### config.mk
export PLATFORM = sky130hd
export DESIGN_NAME = seq_divider
export DESIGN_NICKNAME = d
export VERILOG_FILES = /design/src/rtl/seq_divider.sv
export SDC_FILE = /design/constraint.sdc
export NUM_CORES = 1
export LEC_CHECK = 0
export CORE_ASPECT_RATIO = 0.6
export CORE_MARGIN = 3
export CORE_UTILIZATION = 56
export DETAILED_ROUTE_END_ITERATION = 10
export GPL_ROUTABILITY_DRIVEN = 1
export PLACE_DENSITY_LB_ADDON = 0.15
export SETUP_SLACK_MARGIN = 0.5
export SLEW_MARGIN = 20
export SYNTH_ARGS = -nofsm -noshare
export SYNTH_HDL_FRONTEND = slang
export SYNTH_SLANG_ARGS = --single-unit
### constraint.sdc
create_clock -name clk -period 3.7 [get_ports clk]
set_input_delay 0.37 -clock clk [delete_from_list [all_inputs] [get_ports clk]]
set_output_delay 0.37 -clock clk [all_outputs]
set_load 0.005 [all_outputs]
### src/rtl/seq_divider.sv
// Multi-cycle restoring divider: one quotient bit per clock.
// Define DIVIDER_SIGNED_EN to enable two's-complement division through signed_op.
module seq_divider #(
    parameter int WIDTH = 32
) (
    input  logic             clk,
    input  logic             rst_n,
    input  logic             start,
    input  logic             signed_op,
    input  logic [WIDTH-1:0] dividend,
    input  logic [WIDTH-1:0] divisor,
    output logic             busy,
    output logic             done,
    output logic [WIDTH-1:0] quotient,
    output logic [WIDTH-1:0] remainder,
    output logic             div_by_zero
);

    localparam int CW = $clog2(WIDTH + 1);

    typedef enum logic [1:0] {IDLE, CALC, FIX, DONE} state_t;

    state_t           state, next_state;
    logic [WIDTH-1:0] rem_q, quo_q, div_q, dvd_q;
    logic [WIDTH-1:0] new_rem, new_quo;
    logic [WIDTH-1:0] abs_dvd, abs_div;
    logic [CW-1:0]    count;
    logic             zero_q, sign_q, neg_quo, neg_rem;
    logic             signed_en, accept, last_step;
    logic [WIDTH:0]   shifted, diff;

`ifdef DIVIDER_SIGNED_EN
    assign signed_en = signed_op;
`else
    assign signed_en = signed_op & 1'b0;
`endif

    assign accept    = start && (state == IDLE || state == DONE);
    assign last_step = (count == CW'(WIDTH - 1));
    assign abs_dvd   = (signed_en && dividend[WIDTH-1]) ? -dividend : dividend;
    assign abs_div   = (signed_en && divisor[WIDTH-1])  ? -divisor  : divisor;

    // The partial remainder never exceeds 2*divisor-1, so bit WIDTH of the difference is the borrow.
    assign shifted = {rem_q, quo_q[WIDTH-1]};
    assign diff    = shifted - {1'b0, div_q};

    always_ff @(posedge clk or negedge rst_n) begin
        if (!rst_n) state <= IDLE;
        else        state <= next_state;
    end

    always_comb begin
        next_state = state;
        busy       = 1'b0;
        done       = 1'b0;
        case (state)
            IDLE: if (start) next_state = CALC;
            CALC: begin
                busy = 1'b1;
                if (zero_q)         next_state = DONE;
                else if (last_step) next_state = sign_q ? FIX : DONE;
            end
            FIX: begin
                busy       = 1'b1;
                next_state = DONE;
            end
            DONE: begin
                done       = 1'b1;
                next_state = start ? CALC : IDLE;
            end
            default: next_state = IDLE;
        endcase
    end

    always_comb begin
        new_rem = rem_q;
        new_quo = quo_q;
        if (state == CALC) begin
            new_rem = diff[WIDTH] ? shifted[WIDTH-1:0] : diff[WIDTH-1:0];
            new_quo = {quo_q[WIDTH-2:0], ~diff[WIDTH]};
        end else if (state == FIX) begin
            if (neg_quo) new_quo = -quo_q;
            if (neg_rem) new_rem = -rem_q;
        end
    end

    // A zero divisor passes through CALC once without stepping, so done lands one edge after accept.
    always_ff @(posedge clk or negedge rst_n) begin
        if (!rst_n) begin
            rem_q       <= '0;
            quo_q       <= '0;
            div_q       <= '0;
            dvd_q       <= '0;
            count       <= '0;
            zero_q      <= 1'b0;
            sign_q      <= 1'b0;
            neg_quo     <= 1'b0;
            neg_rem     <= 1'b0;
            quotient    <= '0;
            remainder   <= '0;
            div_by_zero <= 1'b0;
        end else begin
            if (accept) begin
                rem_q   <= '0;
                quo_q   <= abs_dvd;
                div_q   <= abs_div;
                dvd_q   <= dividend;
                count   <= '0;
                zero_q  <= (divisor == '0);
                sign_q  <= signed_en;
                neg_quo <= signed_en && (dividend[WIDTH-1] ^ divisor[WIDTH-1]);
                neg_rem <= signed_en && dividend[WIDTH-1];
            end else if ((state == CALC && !zero_q) || state == FIX) begin
                rem_q <= new_rem;
                quo_q <= new_quo;
                if (state == CALC) count <= count + 1'b1;
            end
            if (next_state == DONE && state != DONE) begin
                quotient    <= zero_q ? '1 : new_quo;
                remainder   <= zero_q ? dvd_q : new_rem;
                div_by_zero <= zero_q;
            end
        end
    end

endmodule

==> flow_summary.json <==
{
  "status": "finished clean",
  "width_of_the_die_um": 184,
  "synth_enable_flop_cells": 0,
  "multiInputGateArea_um2": 5500,
  "grt_antenna_before_repair": 0,
  "syn_inst": 1162,
  "row_count": 38,
  "yosysSeqAreaShare_pct": 47.3,
  "synth.area.mux_share_pct": 6.75,
  "ys_async_sr_fraction_pct": 100,
  "layout.nets": 1383,
  "total_chip_power_uw": 16200,
  "worst-r2r-cell-count": 14,
  "drt_iter0_drcs": 894,
  "timing.final.setup_violations": 0,
  "sw_frac_of_total_pct": 43.6,
  "number_of_fillers_in_the_final_layout": 1406,
  "hpwl_um": 20400,
  "yosys_most_used_dff": "sky130_fd_sc_hd__dfrtp_1",
  "wire_per_inst_um": 19.5,
  "grt_first_pass_wirelength_um": 47000,
  "synth_top_family_by_area": "compound AO/OA/AOI/OAI gates",
  "gp_congestion": 0.914,
  "ff_latch_area_um2": 5050,
  "criticalPathCategory": "flop to flop",
  "core_region_area_um2": 18400,
  "starting_density_of_the_core_pct": 58.1,
  "tritoncts": "done",
  "via_per_inst": 6.08,
  "tritoncts.num_buffers": 20,
  "tightest_slew_ns": 1.00,
  "post_synth_and_or_nand_nor_area_fraction_pct": 14.0,
  "grt_start_max_net_pins": 99,
  "synth-adder-area-share_pct": 4.52,
  "leakagePower_uw": 0.00597,
  "synth_warnings": 0,
  "clock_power_share_pct": 13.8,
  "postSynthNetCount": 1268,
  "cp.arrival_ns": 3.56,
  "vias": 9302,
  "power.share.combinational_pct": 60.3,
  "total_switching_power_uw": 7060,
  "syn-mean-instance-area_um2": 9.20,
  "worst_slew_margin_rel_pct": 33.3,
  "crit_path_start_kind": "flop",
  "grt-ovfl-total": 0,
  "vias_in_the_first_global_route": 8963,
  "layout_setup_ws_ns": 0.513,
  "fin_area_um2": 13500,
  "clk_latency_ns": 0.50,
  "layout-area-overhead-vs-synth_pct": 25.8,
  "cp_max_fo": 5,
  "die_area_um2": 20800,
  "synth_compound_area_share_pct": 19.9,
  "final_hold_viol_count": 0,
  "power.density_nw_per_um2": 1200,
  "synth-xor-area-share_pct": 2.94,
  "postRouteAntennaNets": 0,
  "timing.fmax_mhz": 314,
  "worst-endpoint-required_ns": 4.07,
  "rsz0062_at_grt": "true",
  "report.final.slew_viol_count": 0,
  "worst_setup_path_end_kind": "flop",
  "htreeDepth": 1,
  "grt_usage_pct": 27.9,
  "min_path_type": "input port to flop",
  "i_o_pins": 135,
  "netlist_area_um2": 10700,
  "vdd_drop_max_mv": 0.702,
  "internal-power_uw": 9120,
  "synth-seq-cells": 202,
  "cts-root-buf": "sky130_fd_sc_hd__clkbuf_16",
  "routed_wirelength_um": 29800,
  "firstDrtPassIters": 5,
  "die_height_um": 113,
  "placed_cell_area_um2": 12200,
  "power_frac_seq_pct": 25.9,
  "max_cap_viols": 0,
  "totalNegativeSetupSlack_ns": 0,
  "drive_gt1_share_pct": 10.8,
  "cts_max_path_buffers": 3,
  "post-route-min-period_ns": 3.19,
  "final_min_period_over_clock_period_pct": 86.1,
  "synthDistinctLibCells": 63,
  "buffer_ports.inserted": 133,
  "worst_hold_path.num_cells": 3,
  "clock-skew-final_ns": 0.00525,
  "detail_route.drc_violations": 0,
  "clk_transition_reported_paths_ns": 0.06,
  "clock_sinks": 202,
  "n_antenna_cell": 0,
  "place_ws_ns": 0.190,
  "layout.core_utilization_pct": 73.1
}
cell families after synthesis:
kind of cell               Yosys count
and+or+nand+nor                    359
AOI/OAI and AO/OA                  332
DFF                                202
buffers and inverters              124
muxes                               72
adders and majority gates           38
xor gates and xnor gates            35
repair_timing:
item	CTS	global route
gates resized for setup	9	55
hold buffers	1	0
endpoints found under the hold margin	3	0
setup buffers	3	14
endpoints found under the setup margin	61	52
pin swaps	3	22
metal layers:
layer	wire length, um	track usage, %
met5	0	0
met3	1940	4.24
met2	13400	42.8
met4	675	6.34
met1	13800	42.2
synth_stat cells, types with 2 or more instances:
cell type	n	share of area [%]
sky130_fd_sc_hd__xor2_1	15	1.2
sky130_fd_sc_hd__a311oi_1	3	0.25
sky130_fd_sc_hd__o22ai_1	23	1.3
sky130_fd_sc_hd__a21oi_1	75	3.5
sky130_fd_sc_hd__a21o_1	11	0.77
sky130_fd_sc_hd__o221a_2	2	0.21
sky130_fd_sc_hd__mux2i_1	71	6.6
sky130_fd_sc_hd__o211ai_1	7	0.49
sky130_fd_sc_hd__o21bai_1	4	0.28
sky130_fd_sc_hd__a221oi_1	26	2.1
sky130_fd_sc_hd__a211o_1	2	0.16
sky130_fd_sc_hd__a211oi_1	22	1.5
sky130_fd_sc_hd__a221o_1	3	0.28
sky130_fd_sc_hd__buf_1	6	0.21
sky130_fd_sc_hd__o21a_1	3	0.21
sky130_fd_sc_hd__xnor2_1	19	1.6
sky130_fd_sc_hd__a21oi_2	2	0.16
sky130_fd_sc_hd__nor4_1	8	0.47
sky130_fd_sc_hd__nor2b_1	2	0.12
sky130_fd_sc_hd__o221ai_1	2	0.16
sky130_fd_sc_hd__clkbuf_1	61	2.1
sky130_fd_sc_hd__and3_1	9	0.53
sky130_fd_sc_hd__buf_4	3	0.21
sky130_fd_sc_hd__o21ai_1	5	0.23
sky130_fd_sc_hd__nor3_1	8	0.37
sky130_fd_sc_hd__and2_1	4	0.23
sky130_fd_sc_hd__inv_1	45	1.6
sky130_fd_sc_hd__nand3_1	6	0.28
sky130_fd_sc_hd__nand2_1	171	6.0
sky130_fd_sc_hd__o21ai_0	89	4.2
sky130_fd_sc_hd__nand4_1	12	0.70
sky130_fd_sc_hd__a31oi_1	36	2.1
sky130_fd_sc_hd__nand2b_1	6	0.35
sky130_fd_sc_hd__buf_2	8	0.37
sky130_fd_sc_hd__nor2_1	128	4.5
sky130_fd_sc_hd__ha_1	37	4.3
sky130_fd_sc_hd__dfrtp_1	202	47
critical path: stages, from the launching register on:
cell and delay (ns):
sky130_fd_sc_hd__dfrtp_1 0.37, sky130_fd_sc_hd__inv_2 0.07, sky130_fd_sc_hd__ha_4 0.16, sky130_fd_sc_hd__fa_2 0.42, sky130_fd_sc_hd__nor2b_4 0.18, sky130_fd_sc_hd__o2111ai_4 0.16
sky130_fd_sc_hd__a21oi_2 0.20, sky130_fd_sc_hd__nor2_4 0.08, sky130_fd_sc_hd__o21ai_4 0.23, sky130_fd_sc_hd__a31oi_4 0.15, sky130_fd_sc_hd__xnor2_4 0.24, sky130_fd_sc_hd__buf_12 0.17
sky130_fd_sc_hd__mux2i_4 0.24, sky130_fd_sc_hd__a21oi_2 0.07, sky130_fd_sc_hd__a221o_1 0.31
layout by cell type (no fill, tap or decap), drive strengths merged, types with 2 or more instances in the layout:
master,n
bufinv,3
a311oi,3
nor4,8
nor3,8
dfrtp,202
nand4,12
buf,38
nand3,6
o31ai,2
and3,9
a211oi,22
ha,37
nor2b,3
o21a,3
o221a,2
a21o,11
o21bai,4
nand2,171
inv,45
a31oi,37
and2,4
xnor2,20
o22ai,23
o221ai,2
o21ai,95
a221o,3
nand2b,6
xor2,15
clkdlybuf4s50,132
a21oi,78
a221oi,27
nor2,129
mux2i,71
o211ai,8
a211o,2
clkbuf,32
power by group through the flow:
stage                     registers [uW]  logic, uW  clock network, uW
after floorplan                     3890       5900                  0
after global placement              4120       8060                  0
after detailed placement            4140       8210                  0
after CTS                           4130       8560               2250
after global routing                4300      10700               2340
final                               4190       9750               2240
metrics by stage:
step / hold slack (ns) / std cells
after floorplan: 0.0744 / 1162
after global placement: 0.452 / 1477
after detailed placement: 0.458 / 1477
after CTS: 0.435 / 1517
after global routing: 0.446 / 1531
final: 0.439 / 1531
final timing paths:
check	start	end	slack, ns
worst max register to register	quo_q[31]	remainder[2]	0.51
min in group asynchronous	rst_n	div_q[13]	0.50
worst min register to register	dvd_q[0]	dvd_q[0]	0.48
max in group asynchronous	rst_n	div_q[30]	2.28
worst min-delay path	dividend[23]	dvd_q[23]	0.44
worst max-delay path	quo_q[31]	remainder[2]	0.51
area by class of cell:
type,count,share of cell area (%)
Timing Repair Buffer,172,12.6
Multi-Input combinational cell,836,40.9
Tap cell,240,2.23
Clock inverter,5,0.763
Clock buffer,31,4.63
Inverter,45,1.26
Sequential cell,202,37.6
sequential cells by signal (all words and copies together), names as in the netlist:
| name | cells |
|---|---|
| div_q | 32 |
| dvd_q | 32 |
| div_by_zero | 1 |
| count | 6 |
| remainder | 32 |
| quotient | 32 |
| state | 2 |
| rem_q | 32 |
| quo_q | 32 |
| zero_q | 1 |
No activity file was read; power rests on OpenSTA's default activity.
